`config.mk`:
```
export PLATFORM = sky130hd
export DESIGN_NAME = adsr_volume_gen
export DESIGN_NICKNAME = d
export VERILOG_FILES = /design/src/rtl/adsr_volume_gen.sv
export SDC_FILE = /design/constraint.sdc
export NUM_CORES = 1
export LEC_CHECK = 0
export ABC_AREA = 1
export CORE_MARGIN = 2
export CORE_UTILIZATION = 35
export CTS_CLUSTER_DIAMETER = 40
export DETAILED_ROUTE_END_ITERATION = 6
export PLACE_DENSITY_LB_ADDON = 0.25
export SLEW_MARGIN = 10
export SYNTH_ARGS = -nofsm -noshare
export SYNTH_HDL_FRONTEND = slang
export SYNTH_SLANG_ARGS = --single-unit
```
`constraint.sdc`:
```
create_clock -name clk -period 12.43 [get_ports clk]
set_input_delay 2.486 -clock clk [delete_from_list [all_inputs] [get_ports clk]]
set_output_delay 2.486 -clock clk [all_outputs]
set_load 0.005 [all_outputs]
```
`src/rtl/adsr_volume_gen.sv`:
```
// ADSR envelope volume generator: two-stage update pipeline with a per-phase
// sample prescaler, clamped attack/decay/release arithmetic and overrun flag.
module adsr_volume_gen #(
    parameter logic [17:0] VOLUME_MAX = 18'h1FFFF,
    parameter int          DIV_W      = 8
) (
    input  logic             clk,
    input  logic             rst,
    input  logic             new_sample,
    input  logic [4:0]       state,
    input  logic [17:0]      volume_d,
    input  logic [17:0]      sustain_value,
    input  logic [17:0]      attack_step,
    input  logic [17:0]      decay_step,
    input  logic [17:0]      release_step,
    input  logic [DIV_W-1:0] attack_div,
    input  logic [DIV_W-1:0] decay_div,
    input  logic [DIV_W-1:0] release_div,
    output logic [17:0]      volume,
    output logic             volume_valid,
    output logic             busy,
    output logic             overrun
);

    localparam logic [2:0] PH_ATTACK  = 3'd1;
    localparam logic [2:0] PH_DECAY   = 3'd2;
    localparam logic [2:0] PH_SUSTAIN = 3'd3;
    localparam logic [2:0] PH_RELEASE = 3'd4;
    localparam logic [2:0] PH_BLANK   = 3'd5;

    typedef struct packed {
        logic [2:0]       phase;
        logic [17:0]      base;
        logic [17:0]      sustain;
        logic [17:0]      a_step;
        logic [17:0]      d_step;
        logic [17:0]      r_step;
        logic [DIV_W-1:0] a_div;
        logic [DIV_W-1:0] d_div;
        logic [DIV_W-1:0] r_div;
    } capt_t;

    capt_t            cap_q, cap_d;
    logic             valid1_q, valid1_d;
    logic [DIV_W-1:0] cnt_q, cnt_d;
    logic [2:0]       last_phase_q, last_phase_d;
    logic [17:0]      vol_out_q, vol_out_d;
    logic             vol_valid_q, vol_valid_d;
    logic             overrun_q, overrun_d;

    logic             accept;
    logic             advance;
    logic             tick;
    logic [DIV_W-1:0] div_sel;
    logic [DIV_W-1:0] pos;
    logic [18:0]      sum_a;
    logic [18:0]      diff_d;
    logic [18:0]      diff_r;
    logic [17:0]      next_vol;

    // The note/release latch bits are informational only here.
    logic unused_latch_bits;
    assign unused_latch_bits = ^state[4:3];

    assign busy   = valid1_q | vol_valid_q;
    assign accept = new_sample & ~busy;

    // NOTE: every signal assigned in this block gets a default first, so no
    // path leaves a value unassigned and no latch is inferred.
    always_comb begin
        cap_d        = cap_q;
        valid1_d     = accept;
        overrun_d    = overrun_q | (new_sample & busy);
        cnt_d        = cnt_q;
        last_phase_d = last_phase_q;
        vol_out_d    = vol_out_q;
        vol_valid_d  = 1'b0;
        advance      = 1'b0;
        div_sel      = '0;
        next_vol     = '0;

        if (accept) begin
            cap_d.phase   = state[2:0];
            cap_d.base    = volume_d;
            cap_d.sustain = sustain_value;
            cap_d.a_step  = attack_step;
            cap_d.d_step  = decay_step;
            cap_d.r_step  = release_step;
            cap_d.a_div   = attack_div;
            cap_d.d_div   = decay_div;
            cap_d.r_div   = release_div;
        end

        case (cap_q.phase)
            PH_ATTACK:  begin advance = 1'b1; div_sel = cap_q.a_div; end
            PH_DECAY:   begin advance = 1'b1; div_sel = cap_q.d_div; end
            PH_RELEASE: begin advance = 1'b1; div_sel = cap_q.r_div; end
            default:    begin advance = 1'b0; div_sel = '0;          end
        endcase

        // A phase change restarts the prescaler count for this sample.
        pos  = (cap_q.phase != last_phase_q) ? '0 : cnt_q;
        tick = advance && (pos == div_sel);

        // Bit 18 of each difference is the borrow, i.e. the result went negative.
        sum_a  = {1'b0, cap_q.base} + {1'b0, cap_q.a_step};
        diff_d = {1'b0, cap_q.base} - {1'b0, cap_q.d_step};
        diff_r = {1'b0, cap_q.base} - {1'b0, cap_q.r_step};

        case (cap_q.phase)
            PH_ATTACK: begin
                if (!tick)
                    next_vol = cap_q.base;
                else if (sum_a > {1'b0, VOLUME_MAX})
                    next_vol = VOLUME_MAX;
                else
                    next_vol = sum_a[17:0];
            end
            PH_DECAY: begin
                if (cap_q.base <= cap_q.sustain)
                    next_vol = cap_q.sustain;
                else if (!tick)
                    next_vol = cap_q.base;
                else if (diff_d[18] || (diff_d[17:0] < cap_q.sustain))
                    next_vol = cap_q.sustain;
                else
                    next_vol = diff_d[17:0];
            end
            PH_SUSTAIN: next_vol = cap_q.sustain;
            PH_RELEASE: begin
                if (cap_q.base[17])
                    next_vol = '0;
                else if (!tick)
                    next_vol = cap_q.base;
                else if (diff_r[18])
                    next_vol = '0;
                else
                    next_vol = diff_r[17:0];
            end
            default: next_vol = '0;
        endcase

        if (valid1_q) begin
            vol_valid_d  = 1'b1;
            vol_out_d    = next_vol;
            last_phase_d = cap_q.phase;
            if (!advance)
                cnt_d = '0;
            else if (tick)
                cnt_d = '0;
            else
                cnt_d = pos + DIV_W'(1);
        end
    end

    always_ff @(posedge clk or posedge rst) begin
        if (rst) begin
            valid1_q     <= 1'b0;
            cnt_q        <= '0;
            last_phase_q <= PH_BLANK;
            vol_out_q    <= '0;
            vol_valid_q  <= 1'b0;
            overrun_q    <= 1'b0;
        end else begin
            valid1_q     <= valid1_d;
            cnt_q        <= cnt_d;
            last_phase_q <= last_phase_d;
            vol_out_q    <= vol_out_d;
            vol_valid_q  <= vol_valid_d;
            overrun_q    <= overrun_d;
        end
    end

    // NOTE: the captured operands need no reset; they are only consumed when
    // valid1_q is set, and valid1_q itself is reset.
    always_ff @(posedge clk) begin
        cap_q <= cap_d;
    end

    assign volume       = vol_out_q;
    assign volume_valid = vol_valid_q;
    assign overrun      = overrun_q;

endmodule

```
After elaboration in Yosys (flattened, before gate mapping)
Index checks and enable logic that the tools add are counted.

storage, ports and cells
  bits in registers = 149
  input bits = 122
  output and inout bits = 21
  word-level logic and storage cells = 51

cells by class
  $add $sub $neg = 4
  magnitude comparators = 3
  equality and inequality tests = 6
  mux-type cells = 15
  bitwise logic cells = 5
  reduce and logical (&&, ||, !) cells = 3

operator list
  operator                                               number
  2-to-1 mux 18 bit                                      8
  one-hot mux 18 bit (4 select lines)                    1
  subtractor 18 x 18 -> 19 bit                           2
  2-to-1 mux 8 bit                                       3
  one-hot mux 8 bit (3 select lines)                     1
  adder 18 x 18 -> 19 bit                                1
  > comparator 19 x 17 -> 1 bit (second input constant)  1
  less-or-equal comparator 18 bit                        1
  < comparator 18 bit                                    1
  adder 8 x 1 -> 8 bit (second input constant)           1
  equality test 8 bit                                    1
  equality test 3 x 2 -> 1 bit (second input constant)   2
  equality test 3 x 1 -> 1 bit (second input constant)   1
  equality test 3 bit (second input constant)            1
  != test 3 bit                                          1
  OR reduction 3 bit                                     1
  bitwise AND 1 bit                                      2
  2-to-1 mux 1 bit                                       2
  OR 1 bit                                               2
  logical AND 1 bit                                      1
  logical OR 1 bit                                       1
  inverter 1 bit                                         1

Depth between registers and ports, before layout
  word-level depth = 7
  mapped depth = 32
  mapped depth without buffers = 31

Least setup slack after synthesis
Ideal clock, no wire load.

  path type = in2reg
  start = in new_sample
  end = reg valid1_q
  setup time = 640 ps
  arrival = 7,388 ps
  required time = 11,790 ps
  slack = 4,402 ps
  stages = 2
  path buffers = 0
  cells stage by stage = inv_1 > nor2_1

on the way
  cells in the longest elaborated chain, start to end = 1

ends and longest elaborated chain
  element                 line  RTL
  start: declaration      9     input logic new_sample,
  bitwise AND 1 bit       66    assign accept = new_sample & ~busy;
  net accept              51    logic accept;
  end signal: assignment  165   valid1_q <= valid1_d;
  end: declaration        44    logic valid1_q, valid1_d;

The timed path passes the listed nets, and every way through them passes these cells.
A chain may end at the register's enable or synchronous reset.

Final worst setup path
  start = reg cap_q[100] (netlist name)
  end = reg vol_out_q[12], in the netlist volume[12]

on the way
  cells in the longest elaborated chain, start to end = 7

ends and longest elaborated chain
  element                                  line  RTL
  start: declaration                       43    capt_t cap_q, cap_d;
  start signal: assignment                 177   cap_q <= cap_d;
  subtractor 18 x 18 -> 19 bit             107   diff_d = {1'b0, cap_q.base} - {1'b0, cap_q.d_step};
  < comparator 18 bit                      124   else if (diff_d[18] || (diff_d[17:0] < cap_q.sustain))
  logical OR 1 bit                         124
  2-to-1 mux 18 bit                        124
  2-to-1 mux 18 bit                        122   else if (!tick)
  2-to-1 mux 18 bit                        120   if (cap_q.base <= cap_q.sustain)
  one-hot mux 18 bit (4 select lines) (*)  110   case (cap_q.phase)
  end signal: assignment                   168   vol_out_q <= vol_out_d;
  end: declaration                         47    logic [17:0] vol_out_q, vol_out_d;

Mark *: on every way between the ends. The rest lies on a longest branch, timed or not.

==> results.cfg <==
[timing]
drv_slew = 0
rsz0062_at_grt = no
finalHoldViolations = 0
worst_pin_slew_ns = 1.17
min_period_ns = 4.80
finClkSkew_ns = 0.0102
timing.final.crit_share = 0.386
timing.hold.ws_ns = 0.481
setup_violations = 0
clock.fmax_mhz = 208
relSlewSlack = 0.214
fin_ws_ns = 7.63
tns_ns = 0

[clocking]
clock-sinks = 149
clockRootBuffer = clkbuf_16
cts_setup_buffers = 0
cts_buffers = 17
hold_buffers = 0
clockBufferDepth = 2
htreeDepth = 4
clk_latency_ns = 0.44
cts_tree = yes
clk_pin_slew_ns = 0.07
post_cts_resized = 0

[pwr]
vdd_drop_max_mv = 0.0964
power_density_mw_per_mm2 = 123
power.internal_uw = 1080
p_leak_uw = 0.00604
sw_frac_of_total = 0.326
clockPowerShare = 0.338
p_seq_frac = 0.390
p_comb_frac = 0.273
p_sw_uw = 520

[layout]
layout-drive-gt1-share = 0.0410
layout_commonest_cell = nand2_1
antenna_cells = 0
final_cell_area_mm2 = 0.0130
most-common-layout-cells = 463 x nand2_1, 170 x inv_1, 140 x clkdlybuf4s50_1
fin_util = 0.437
areaGrowthSynthToFinish_pct = 23.1
nets = 1714

[setup_path]
r2r_slack_ns = 7.63
path_depth = 25
slowest_stage = nand2_1
cp-endpoint = volume[12]
arrival_ns = 5.14
startpoint = cap_q[100]
worst-path-buf-inv = 3
crit_fanout = 29
r2r_end = volume[12]
path_class = register to register
worstReg2RegStart = cap_q[100]
reg2regPathDepth = 25
end_kind = register
crit_required_ns = 12.77
critPathTopFamily = simple AND/OR/NAND/NOR gates
setup.worst_path.start_class = register
worst_path_largest_cell_delay_ns = 0.66
cpMostUsedCell = nand2_1

[outcome]
status = complete, no violations

[synth]
yosysTopAreaCellShare = 0.334
synth-edff-count = 117
syn_avg_cell_area_um2 = 7.75
synth_top_cell_by_area = edfxtp_1
synth_top_cells_by_area = edfxtp_1 33%, nand2_1 17%, ha_1 11%
synthDistinctLibCells = 44
yosys_warnings = 0
synth_flop_cell = edfxtp_1
async_reset_ff_frac = 0.215
synth.net_count = 1573
syn_inst = 1358
ys_ff_latch = 149
ys_seq_area_frac = 0.410
syn-cell-area_mm2 = 0.0105

[grt]
grt_use_total = 0.200
grt_pass1_vias = 8909
grt_pass1_wl_um = 48100
grt_max_degree = 71
grt_overflow = 0
antenna_found_initial = 0

[drt]
first_pass_iters = 6
avgRoutedWirePerCell_um = 16.1
ant_nets = 0
drcViolationCount = 0
wl_um = 30700
drtIter0Drc = 798
viasPerCell = 4.94
via_count = 9389

[floorplanning]
dieHeight_um = 177
ios = 143
core_area_mm2 = 0.0296
initial_core_util = 0.355
die_w_um = 177
die_area_mm2 = 0.0315
rows = 63

[placed_design]
dp_hpwl_um = 23300
port_buffers = 140
place_area_mm2 = 0.0123
routabilityCongestion = 0.908
pre_cts_ws_ns = 7.47

[run]
maxCapViolCount = 0

[worst_hold_path]
worstHoldPathType = register to register
cell type report:
type	instances	area [um^2]
inverter	177	664
clock buffer	21	503
sequential	149	4320
clock inverter	11	106
tap	390	488
timing repair buffer	146	1450
fill	3054	16700
multi-input combinational	1008	5430
Yosys cell counts, drive strengths merged, types with 3 or more instances:
library cell	instances
a21o	7
a22oi	7
o21ai	48
a21oi	82
or2	7
nand3b	4
clkbuf	11
buf	13
xor2	30
xnor2	14
nor3	12
dfrtp	30
inv	176
o22ai	5
o21bai	10
fa	3
nand4	25
nor2	95
ha	90
nand2	465
nand3	93
edfxtp	117
per-layer routing:
metal,global-route usage,routed length (um),vias to the layer above,share of wire
met5,0,0,-,0
met3,0.0293,1590,32,0.052
met1,0.285,14900,4316,0.49
met4,0.0601,628,0,0.020
li1,-,-,4759,-
met2,0.312,13500,282,0.44
worst min path at each step:
stage / from / to / slack, ns / depth (start not counted)
2_1_floorplan: valid1_q / volume_valid / 0.35 / 0
3_3_place_gp: overrun / overrun / 0.46 / 1
3_5_place_dp: overrun / overrun / 0.47 / 1
4_1_cts: overrun / overrun / 0.48 / 1
5_1_grt: overrun / overrun / 0.51 / 1
6_report: volume[5] / volume[5] / 0.48 / 2
flip-flops by register name, summed over array words and instances (netlist names):
name	flops
cap_q	117
cnt_q	8
last_phase_q	3
volume_valid	1
overrun	1
valid1_q	1
volume	18
power groups by stage:
stage               Sequential, uW  Combinational [uW]  Clock (uW)
global placement               631                 428           0
finish                         622                 435         538
detailed placement             632                 432           0
floorplan                      621                 286           0
global route                   627                 496         567
CTS                            622                 434         549
kinds of logic (layout without fill, tap and decap cells):
kind of cell,count (synthesis),count (layout),synth area share
AOI/OAI and AO/OA,167,167,0.0886
xor gates and xnor gates,44,44,0.0373
adders and majority gates,93,93,0.113
buffers and inverters,201,355,0.0750
DFF,149,149,0.410
and+or+nand+nor,704,704,0.276
metrics by stage:
step | cells | total power, uW
after global routing | 1902 | 1690
after detailed placement | 1870 | 1060
final | 1902 | 1600
after CTS | 1902 | 1610
after global placement | 1870 | 1060
after floorplan | 1358 | 908
worst reg2reg max path: cells and delay by family (launching register included):
| family | cells | cell delay [ns] |
|---|---|---|
| compound gates | 4 | 0.75 |
| fa+ha+maj | 2 | 0.72 |
| xor+xnor | 1 | 0.27 |
| simple gates | 15 | 1.94 |
| buf+inv | 3 | 0.45 |
| flops | 1 | 0.57 |
Note: power is estimated with default switching activity, not from simulation.
